<file path="config.mk">
export PLATFORM = sky130hd
export DESIGN_NAME = seq_arb_4req_rr_hold
export DESIGN_NICKNAME = d
export VERILOG_FILES = /design/src/rtl/seq_arb_4req_rr_hold.sv
export SDC_FILE = /design/constraint.sdc
export NUM_CORES = 1
export LEC_CHECK = 0
export CORE_AREA = 2 2 39 41
export DETAILED_ROUTE_END_ITERATION = 10
export DIE_AREA = 0 0 41 43
export MAX_ROUTING_LAYER = met4
export PLACE_DENSITY = 0.75
export SYNTH_ARGS = -nofsm -noshare
export SYNTH_HDL_FRONTEND = slang
export SYNTH_SLANG_ARGS = --single-unit
</file>
<file path="constraint.sdc">
create_clock -name clk -period 2 [get_ports clk]
set_input_delay 0.4 -clock clk [delete_from_list [all_inputs] [get_ports clk]]
set_output_delay 0.4 -clock clk [all_outputs]
set_load 0.02 [all_outputs]
</file>
<file path="src/rtl/seq_arb_4req_rr_hold.sv">
// seq_arb_4req_rr_hold: 4-requester round-robin hold arbiter, IDLE/GRANT/FLUSH; SEQ_ARB_TIMEOUT_EN adds max-hold preemption
module seq_arb_4req_rr_hold #(
  parameter int MAX_HOLD = 8
) (
  input  logic       clk,
  input  logic       reset,
  input  logic [3:0] req,
  input  logic       done,
  output logic [3:0] grant,
  output logic       busy,
  output logic [1:0] state
);
  localparam logic [1:0] IDLE  = 2'd0;
  localparam logic [1:0] GRANT = 2'd1;
  localparam logic [1:0] FLUSH = 2'd2;
  logic [1:0] owner, ptr, off, winner;
  logic [7:0] cnt, dbl;
  logic [3:0] rot;
  logic       sat, rel, tmo;
  always_comb begin
    dbl    = {req, req} >> ptr;
    rot    = dbl[3:0];
    off    = rot[0] ? 2'd0 : rot[1] ? 2'd1 : rot[2] ? 2'd2 : 2'd3;
    winner = ptr + off;
    sat    = cnt == 8'(MAX_HOLD - 1);
    rel    = done | ~req[owner];
`ifdef SEQ_ARB_TIMEOUT_EN
    tmo    = sat & |(req & ~(4'b1 << owner));
`else
    tmo    = 1'b0;
`endif
    grant  = (state == GRANT) ? 4'b1 << owner : 4'b0;
    busy   = state != IDLE;
  end
  always_ff @(posedge clk) begin
    if (reset) begin
      state <= IDLE;
      owner <= 2'd0;
      ptr   <= 2'd0;
      cnt   <= 8'd0;
    end else if (state == IDLE) begin
      if (|req) begin
        owner <= winner;
        cnt   <= 8'd0;
        state <= GRANT;
      end
    end else if (state == GRANT) begin
      if (rel | tmo) begin
        state <= FLUSH;
        ptr   <= owner + 2'd1;
      end else begin
        cnt   <= sat ? cnt : cnt + 8'd1;
      end
    end else begin
      state <= IDLE;
    end
  end
endmodule
</file>
# After elaboration in Yosys (flattened, before gate mapping)
# Cells that the tools add are included.
word_totals:
  output_inout_bits: 7
  register_bits: 6
  input_bits: 7
  wordCells: 30
op_classes:
  bitwise_logic: 3
  n_eq_ne: 3
  shift: 2
  n_reduce_logical: 6
  addsub: 2
  order_cmp: 1
  mux: 10
ops:
  columns: ["op", "n"]
  rows:
  - ["$mux W2", 6]
  - ["$shr A8 B2 Y3", 1]
  - ["$mux W4", 1]
  - ["$reduce_and A2 Y1", 2]
  - ["$reduce_or A4 Y1", 1]
  - ["$shl A1 B2 Y4 const A", 1]
  - ["$lt A2 B3 Y1 const B", 1]
  - ["$ne A3 B2 Y1 const B", 1]
  - ["$reduce_and A3 Y1", 1]
  - ["$add A2 B1 Y2 const B", 1]
  - ["$add A2 B2 Y2", 1]
  - ["$bmux W1 S2", 1]
  - ["$eq A2 B1 Y1 const B", 1]
  - ["$logic_not A2 Y1", 1]
  - ["$mux W1", 2]
  - ["$ne A2 B1 Y1 const B", 1]
  - ["$not A1 Y1", 2]
  - ["$reduce_bool A2 Y1", 1]
  - ["$or A1 B1 Y1", 1]

# Logic depth before layout (Yosys ltp)
# Gate-level depths: netlist of run 1.
logic_depth:
  word_depth: 7
  depth_mapped: 7
  mapped_depth_nobuf: 6

# Worst setup path before layout of run 1
# Ideal clock, no wire load.
synth_timing:
  kind: "register -> register"
  start: "reg ptr[1]"
  end: "reg owner[1]"
  setup_ps: 116
  arrival_time_ps: 1819
  path_buffers: 1
  period_less_slack_ps: 1934
  setup_slack_ps: 66
  stages_incl_launch_ff: 8
  path_cell_list: "dfxtp_1 > clkbuf_1 > nand2b_1 > a21oi_1 > a221o_1 > ha_1 > or4_1 > and3_1"
synth_via:
  elab_chain_cells: 5
synth_lines:
  columns: ["element", "line", "source"]
  rows:
  - ["from (decl)", "16", "logic [1:0] owner, ptr, off, winner;"]
  - ["from (signal assigned)", "50", "ptr <= owner + 2'd1;"]
  - ["$shr A8 B2 Y3", "21", "dbl = {req, req} >> ptr;"]
  - ["$mux W1", "23", "off = rot[0] ? 2'd0 : rot[1] ? 2'd1 : rot[2] ? 2'd2 : 2'd3;"]
  - ["$mux W2 (2 in a row)", "23", null]
  - ["$add A2 B2 Y2 (*)", "24", "winner = ptr + off;"]
  - ["to (signal assigned)", "43", "owner <= winner;"]
  - ["to (decl)", "16", null]
# Every way passes the cells marked *; elsewhere a longest branch is shown, timed or not.
# A chain may end at the register's enable or synchronous reset.

# Worst setup path in the final report of run 1
layout_timing:
  start: "in req[3]"
  end: "reg owner[1]"
layout_via:
  elab_chain_cells: 5
layout_lines:
  columns: ["element", "line", "source"]
  rows:
  - ["from (decl)", "7", "input logic [3:0] req,"]
  - ["$shr A8 B2 Y3", "21", null]
  - ["$mux W1", "23", null]
  - ["$mux W2 (2 in a row)", "23", null]
  - ["$add A2 B2 Y2", "24", null]
# Parallel ways exist; a longest one is shown, timed or not.

==> results.tsv, run 1 <==
stage	metric	value	unit
power	power.density	673	nW/um^2
synth	synth_top_family_by_area	simple AND/OR/NAND/NOR gates	
global_routing	grt_first_pass_wirelength	1790	um
routing	drc	0	
timing	clock_skew	0.00537	ns
clock_network	cts_buffers	3	
synth	synth_area_leaders	dfxtp_1 26%, ha_1 13%, a21oi_1 5.4%	
floorplan	dieArea	1760	sq um
global_routing	first_global_vias	465	
timing	timing.setup.tns	0	ns
synth	synthXorXnorAreaFrac	0	
floorplan	die_h	43	um
job	cap_violations	0	
timing	slew_headroom	0.758	
global_routing	antenna_found_initial	0	
clock_network	clock_latency	0.25	ns
routing	wl_per_cell	11.8	um
global_routing	grt_use_total	0.161	
synth	yosys.area_share.adder	0.134	
setup_path	criticalPathCategory	input port to flip-flop	
clock_network	htree_num_levels	1	
synth	yosysWarningCount	0	
synth	synth_flop_cell	dfxtp_1	
setup_path	cp-startpoint	req[3]	
final_layout	area_growth	50.5	%
timing	fmax	528	MHz
setup_path	r2r-start	ptr[1]$_SDFFE_PP0P_	
synth	synth_nets	67	
floorplan	row_count	14	
setup_path	r2r_end	owner[1]$_SDFFE_PP0P_	
global_routing	grt_start_max_net_pins	8	
timing	finalSetupViolations	0	
floorplan	die_w	41	um
placed_design	dp_cells	92	
timing	slew_violations	0	
final_layout	final_cells	95	
synth	synth_area	465	sq um
min_path	hold_path_class	flip-flop to flip-flop	
routing	antenna_left	0	
clock_network	cts_tree	built	
synth	ys_seq_elements	6	
final_layout	drive_gt1_frac	0.228	
synth	synthSimpleGateAreaFrac	0.347	
setup_path	cp.required	2.14	ns
floorplan	io_pins	14	
timing	finalCritPeriodShare	0.948	
clock_network	clk_path_buf_depth	2	
routing	routed_wl	1120	um
routing	drtIter0Drc	9	
power	ir_drop	324	uV
clock_network	cts_setup_buffers	0	
synth	syn_avg_cell_area	8.46	sq um
synth	yosysTopAreaCellShare	0.258	
outcome	status	finished, final reports clean	
floorplan	initial_core_util	0.336	
timing	hold_violations	0	
synth	ys_seq_area_frac	0.258	
synth	synth_edf_count	0	
final_layout	antenna_cells	0	
synth	yosysUniqueCellTypes	26	
floorplan	core	1380	sq um
final_layout	layout.nets	93	
setup_path	reg2reg_depth	6	
placed_design	io_buffers	13	
power	cellLeakagePower	0.349	nW
clock_network	cts_root_buffer	clkbuf_4	
synth	synth_compound_area_frac	0.159	
setup_path	end_kind	flip-flop	
placed_design	dp.final_hpwl	917	um
setup_path	worst_ep_arrival_time	2.04	ns
placed_design	place_congestion	0.807	
timing	max_slew.worst_pin.slew	0.359	ns
global_routing	gr-total-overflow	0	
setup_path	worstPathMaxFanout	5	
timing	layout_setup_ws	0.105	ns
final_layout	fillCellCount	130	
clock_network	clock-sinks	6	
setup_path	start_kind	input port	
final_layout	utilization	0.506	
routing	firstDrtPassIters	4	
power	p_total	0.000472	W
setup_path	r2r_slack	0.19	ns
placed_design	dp_slack	-0.423	ns
clock_network	path_clk_slew	0.05	ns
routing	dr_total_vias	508	
timing	rsz0062_at_grt	no	
synth	muxShareOfSynthArea	0.0699	
synth	syn_inst	55	
synth	yosysTopAreaCell	dfxtp_1	
routing	via_per_inst	5.35	
synth	async_flop_share	0	
timing	min_period	1.90	ns
setup_path	crit_end	owner[1]$_SDFFE_PP0P_	
==> per-stage QoR <==
stage / area [sq um] / hold slack, ns
floorplan: 465 / 0.469
global placement: 679 / 0.537
detailed placement: 679 / 0.548
CTS: 696 / 0.513
global route: 701 / 0.531
finish: 701 / 0.515
==> power breakdown <==
part | leakage (nW) | total [W] | switching (W) | internal [W]
Clock | 0.0138 | 0.000115 | 0.0000471 | 0.0000681
Combinational | 0.285 | 0.000200 | 0.0000924 | 0.000108
Sequential | 0.0498 | 0.000156 | 0.0000190 | 0.000137
==> how the worst min path moves through the flow <==
stage                                       end                   from  slack [ns]  cells after the start
after floorplan           owner[0]$_SDFFE_PP0P_                  reset        0.47                      1
after global placement    owner[0]$_SDFFE_PP0P_  owner[0]$_SDFFE_PP0P_        0.54                      2
after detailed placement  owner[0]$_SDFFE_PP0P_  owner[0]$_SDFFE_PP0P_        0.55                      2
after CTS                 owner[0]$_SDFFE_PP0P_  owner[0]$_SDFFE_PP0P_        0.51                      2
after global routing      owner[0]$_SDFFE_PP0P_  owner[0]$_SDFFE_PP0P_        0.53                      2
final                     owner[0]$_SDFFE_PP0P_  owner[0]$_SDFFE_PP0P_        0.51                      2
==> timing repair <==
item,4_1_cts,5_1_grt
hold buffers,0,0
resized for setup,7,2
setup endpoints to repair,5,2
hold endpoints to repair,0,0
==> logic make-up after synthesis <==
group / after synthesis
compound gates: 11
fa+ha+maj: 5
simple gates: 27
buf+inv: 4
mux: 2
flops: 6
==> state kept, by name (all words and copies together), names as in the netlist <==
name,cells
owner,2
ptr,2
state,2
==> Yosys cell counts (2+ instances only) <==
cell      n
a211oi_1  2
or2_4     2
nand2b_1  3
nand2_1   4
nand3_1   3
inv_1     3
and2_1    4
a21oi_1   5
ha_1      5
dfxtp_1   6
nor2_1    3
==> cells in the final DEF (no fill, tap or decap) <==
| cell type | netlist | final |
|---|---|---|
| nand2_1 | 4 | 4 |
| nand3b_1 | 1 | 1 |
| and2_1 | 4 | 4 |
| a221o_1 | 1 | 1 |
| clkdlybuf4s50_1 | 0 | 5 |
| a21boi_2 | 1 | 1 |
| dlymetal6s2s_1 | 0 | 2 |
| a211oi_1 | 2 | 2 |
| a21oi_1 | 5 | 5 |
| or4b_1 | 1 | 1 |
| or3_1 | 1 | 1 |
| mux2i_1 | 1 | 1 |
| dfxtp_2 | 0 | 1 |
| nand2b_1 | 3 | 3 |
| nor4_1 | 1 | 1 |
| ha_1 | 5 | 5 |
| dfxtp_1 | 6 | 5 |
| dlygate4sd2_1 | 0 | 6 |
| inv_1 | 3 | 3 |
| nand3_1 | 3 | 3 |
| o211ai_1 | 1 | 1 |
| nor2_1 | 3 | 3 |
| and3_1 | 1 | 1 |
| or4_1 | 1 | 1 |
| buf_4 | 0 | 9 |
| clkbuf_4 | 0 | 3 |
| nor2b_1 | 1 | 1 |
| mux4_2 | 1 | 1 |
| and2b_2 | 1 | 1 |
| o21ai_0 | 1 | 1 |
| or2_4 | 2 | 2 |
==> metal layers <==
layer,global-route usage,part of all wire,vias up
met1,0.153,0.37,242
met3,0.0471,0.040,4
li1,-,-,247
met5,-,0,-
met2,0.263,0.57,15
met4,0.107,0.020,0
==> worst max-delay path, stage by stage <==
cell           delay [ns]
dlygate4sd2_1        0.27
nand3b_1             0.13
o21ai_0              0.10
a221o_1              0.31
ha_1                 0.19
or4_1                0.50
and3_1               0.15
==> area by class of cell <==
| cell class | count | area, sq um | share of cell area |
|---|---|---|---|
| sequential | 6 | 121 | 0.173 |
| tap | 16 | 20.0 | 0.0286 |
| inverter | 3 | 11.3 | 0.0161 |
| multi-input combinational | 45 | 330 | 0.471 |
| clock buffer | 3 | 22.5 | 0.0321 |
| timing repair buffer | 22 | 195 | 0.279 |
Power figures use the tool's default switching activity.
==> run 2, diff against run 1 <==
Settings changed: SKIP_LAST_GASP set to 1.
==> results.tsv, run 2 (same netlist as run 1, synthesis figures left out) <==
stage	metric	value	unit
outcome	status	finished, final reports clean	
clock_network	clock-sinks	6	
final_layout	multi_input_area	330	sq um
power	cellLeakagePower	0.357	nW
routing	met3_length	34	um
routing	routed_wl	1110	um
floorplan	dieArea	1760	sq um
setup_path	r2r-start	ptr[1]$_SDFFE_PP0P_	
global_routing	grt_use_total	0.161	
final_layout	regArea	121	sq um
floorplan	core	1380	sq um
floorplan	die_w	41	um
setup_path	worst_ep_arrival_time	2.03	ns
placed_design	dp_slack	-0.423	ns
routing	wl_met1	432	um
setup_path	criticalPathCategory	input port to flip-flop	
setup_path	cp.required	2.14	ns
timing	layout_setup_ws	0.109	ns
power	power.density	667	nW/um^2
timing	clock_skew	0.00550	ns
timing	min_period	1.89	ns
routing	wl_per_cell	11.7	um
floorplan	initial_core_util	0.336	
job	cap_violations	0	
global_routing	grt_first_pass_wirelength	1790	um
setup_path	end_kind	flip-flop	
timing	hold_violations	0	
setup_path	cp-startpoint	req[3]	
clock_network	cts_setup_buffers	0	
setup_path	start_kind	input port	
floorplan	row_count	14	
clock_network	cts_root_buffer	clkbuf_4	
final_layout	antenna_cells	0	
routing	dr_total_vias	501	
final_layout	utilization	0.509	
min_path	min_to	owner[0]$_SDFFE_PP0P_	
global_routing	antenna_found_initial	0	
routing	antenna_left	0	
global_routing	grt_start_max_net_pins	8	
min_path	hold_path_depth	2	
placed_design	dp.final_hpwl	917	um
routing	wl_met2	624	um
routing	drtIter0Drc	8	
timing	slew_headroom	0.763	
timing	fmax	529	MHz
timing	max_slew.worst_pin.slew	0.352	ns
setup_path	worstPathMaxFanout	5	
timing	rsz0062_at_grt	no	
timing	finalCritPeriodShare	0.946	
final_layout	largestRegisters	owner: 2 flops, ptr: 2 flops, state: 2 flops	
placed_design	place_congestion	0.807	
placed_design	io_buffers	13	
final_layout	drive_gt1_frac	0.228	
routing	firstDrtPassIters	4	
min_path	hp-start	owner[0]$_SDFFE_PP0P_	
timing	finalSetupViolations	0	
routing	drc	0	
timing	fin_hold_ws	0.514	ns
setup_path	r2r_slack	0.19	ns
power	ir_drop	325	uV
min_path	hold_path_class	flip-flop to flip-flop	
setup_path	r2r_end	owner[1]$_SDFFE_PP0P_	
final_layout	final_common_cell	buf_4	
global_routing	gr-total-overflow	0	
global_routing	first_global_vias	465	
clock_network	htree_num_levels	1	
floorplan	io_pins	14	
final_layout	fillCellCount	129	
clock_network	clock_latency	0.24	ns
clock_network	path_clk_slew	0.05	ns
final_layout	layout.nets	93	
clock_network	cts_tree	built	
routing	via_per_inst	5.27	
floorplan	die_h	43	um
final_layout	area_growth	51.3	%
timing	timing.setup.tns	0	ns
routing	highest_layer	met4	
timing	slew_violations	0	
clock_network	clk_path_buf_depth	2	
clock_network	cts_buffers	3	
setup_path	reg2reg_depth	6	
[run 2: cell count changes in the layout (fill, tap and decap cells not counted), sizes merged]
cell          delta
dlygate4sd2      -1
dlymetal6s2s     +1
[run 2: where the power goes]
group | switching [W] | leakage (nW) | internal [W]
clock network | 0.0000447 | 0.0138 | 0.0000680
registers | 0.0000192 | 0.0498 | 0.000137
logic | 0.0000925 | 0.293 | 0.000108
[run 2: through the flow]
step	total power, W	area [sq um]	cells
6_report	0.000470	704	95
5_1_grt	0.000511	704	95
4_1_cts	0.000476	697	95
3_5_place_dp	0.000365	679	92
3_3_place_gp	0.000356	679	92
2_1_floorplan	0.000268	465	55
[run 2: area by class of cell]
type / count / share of cell area
Clock buffer: 3 / 0.0320
Inverter: 3 / 0.0160
Multi-Input combinational cell: 45 / 0.469
Sequential cell: 6 / 0.172
Tap cell: 16 / 0.0284
Timing Repair Buffer: 22 / 0.282
[run 2: worst max-delay path: stages]
cell	delay, ns
dlygate4sd2_1	0.27
nand3b_1	0.13
o21ai_0	0.09
a221o_1	0.30
ha_1	0.19
or4_1	0.50
and3_1	0.15
[run 2: how the worst max path moves through the flow]
stage	to	slack, ns	cells past startpoint
after floorplan	owner[1]$_SDFFE_PP0P_	0.07	7
after global placement	owner[1]$_SDFFE_PP0P_	-0.34	7
after detailed placement	owner[1]$_SDFFE_PP0P_	-0.42	7
after CTS	owner[1]$_SDFFE_PP0P_	-0.006	6
after global routing	owner[1]$_SDFFE_PP0P_	0.01	7
final	owner[1]$_SDFFE_PP0P_	0.11	7
[run 2: timing repair]
action | CTS | global route
hold buffers | 0 | 0
setup endpoints to repair | 5 | 3
pin swaps | 0 | 0
resized for setup | 6 | 3
[run 2: layer usage]
| metal | global-route usage | vias up |
|---|---|---|
| li1 | - | 246 |
| met1 | 0.153 | 242 |
| met2 | 0.263 | 11 |
| met3 | 0.0471 | 2 |
| met4 | 0.107 | 0 |
| met5 | - | - |
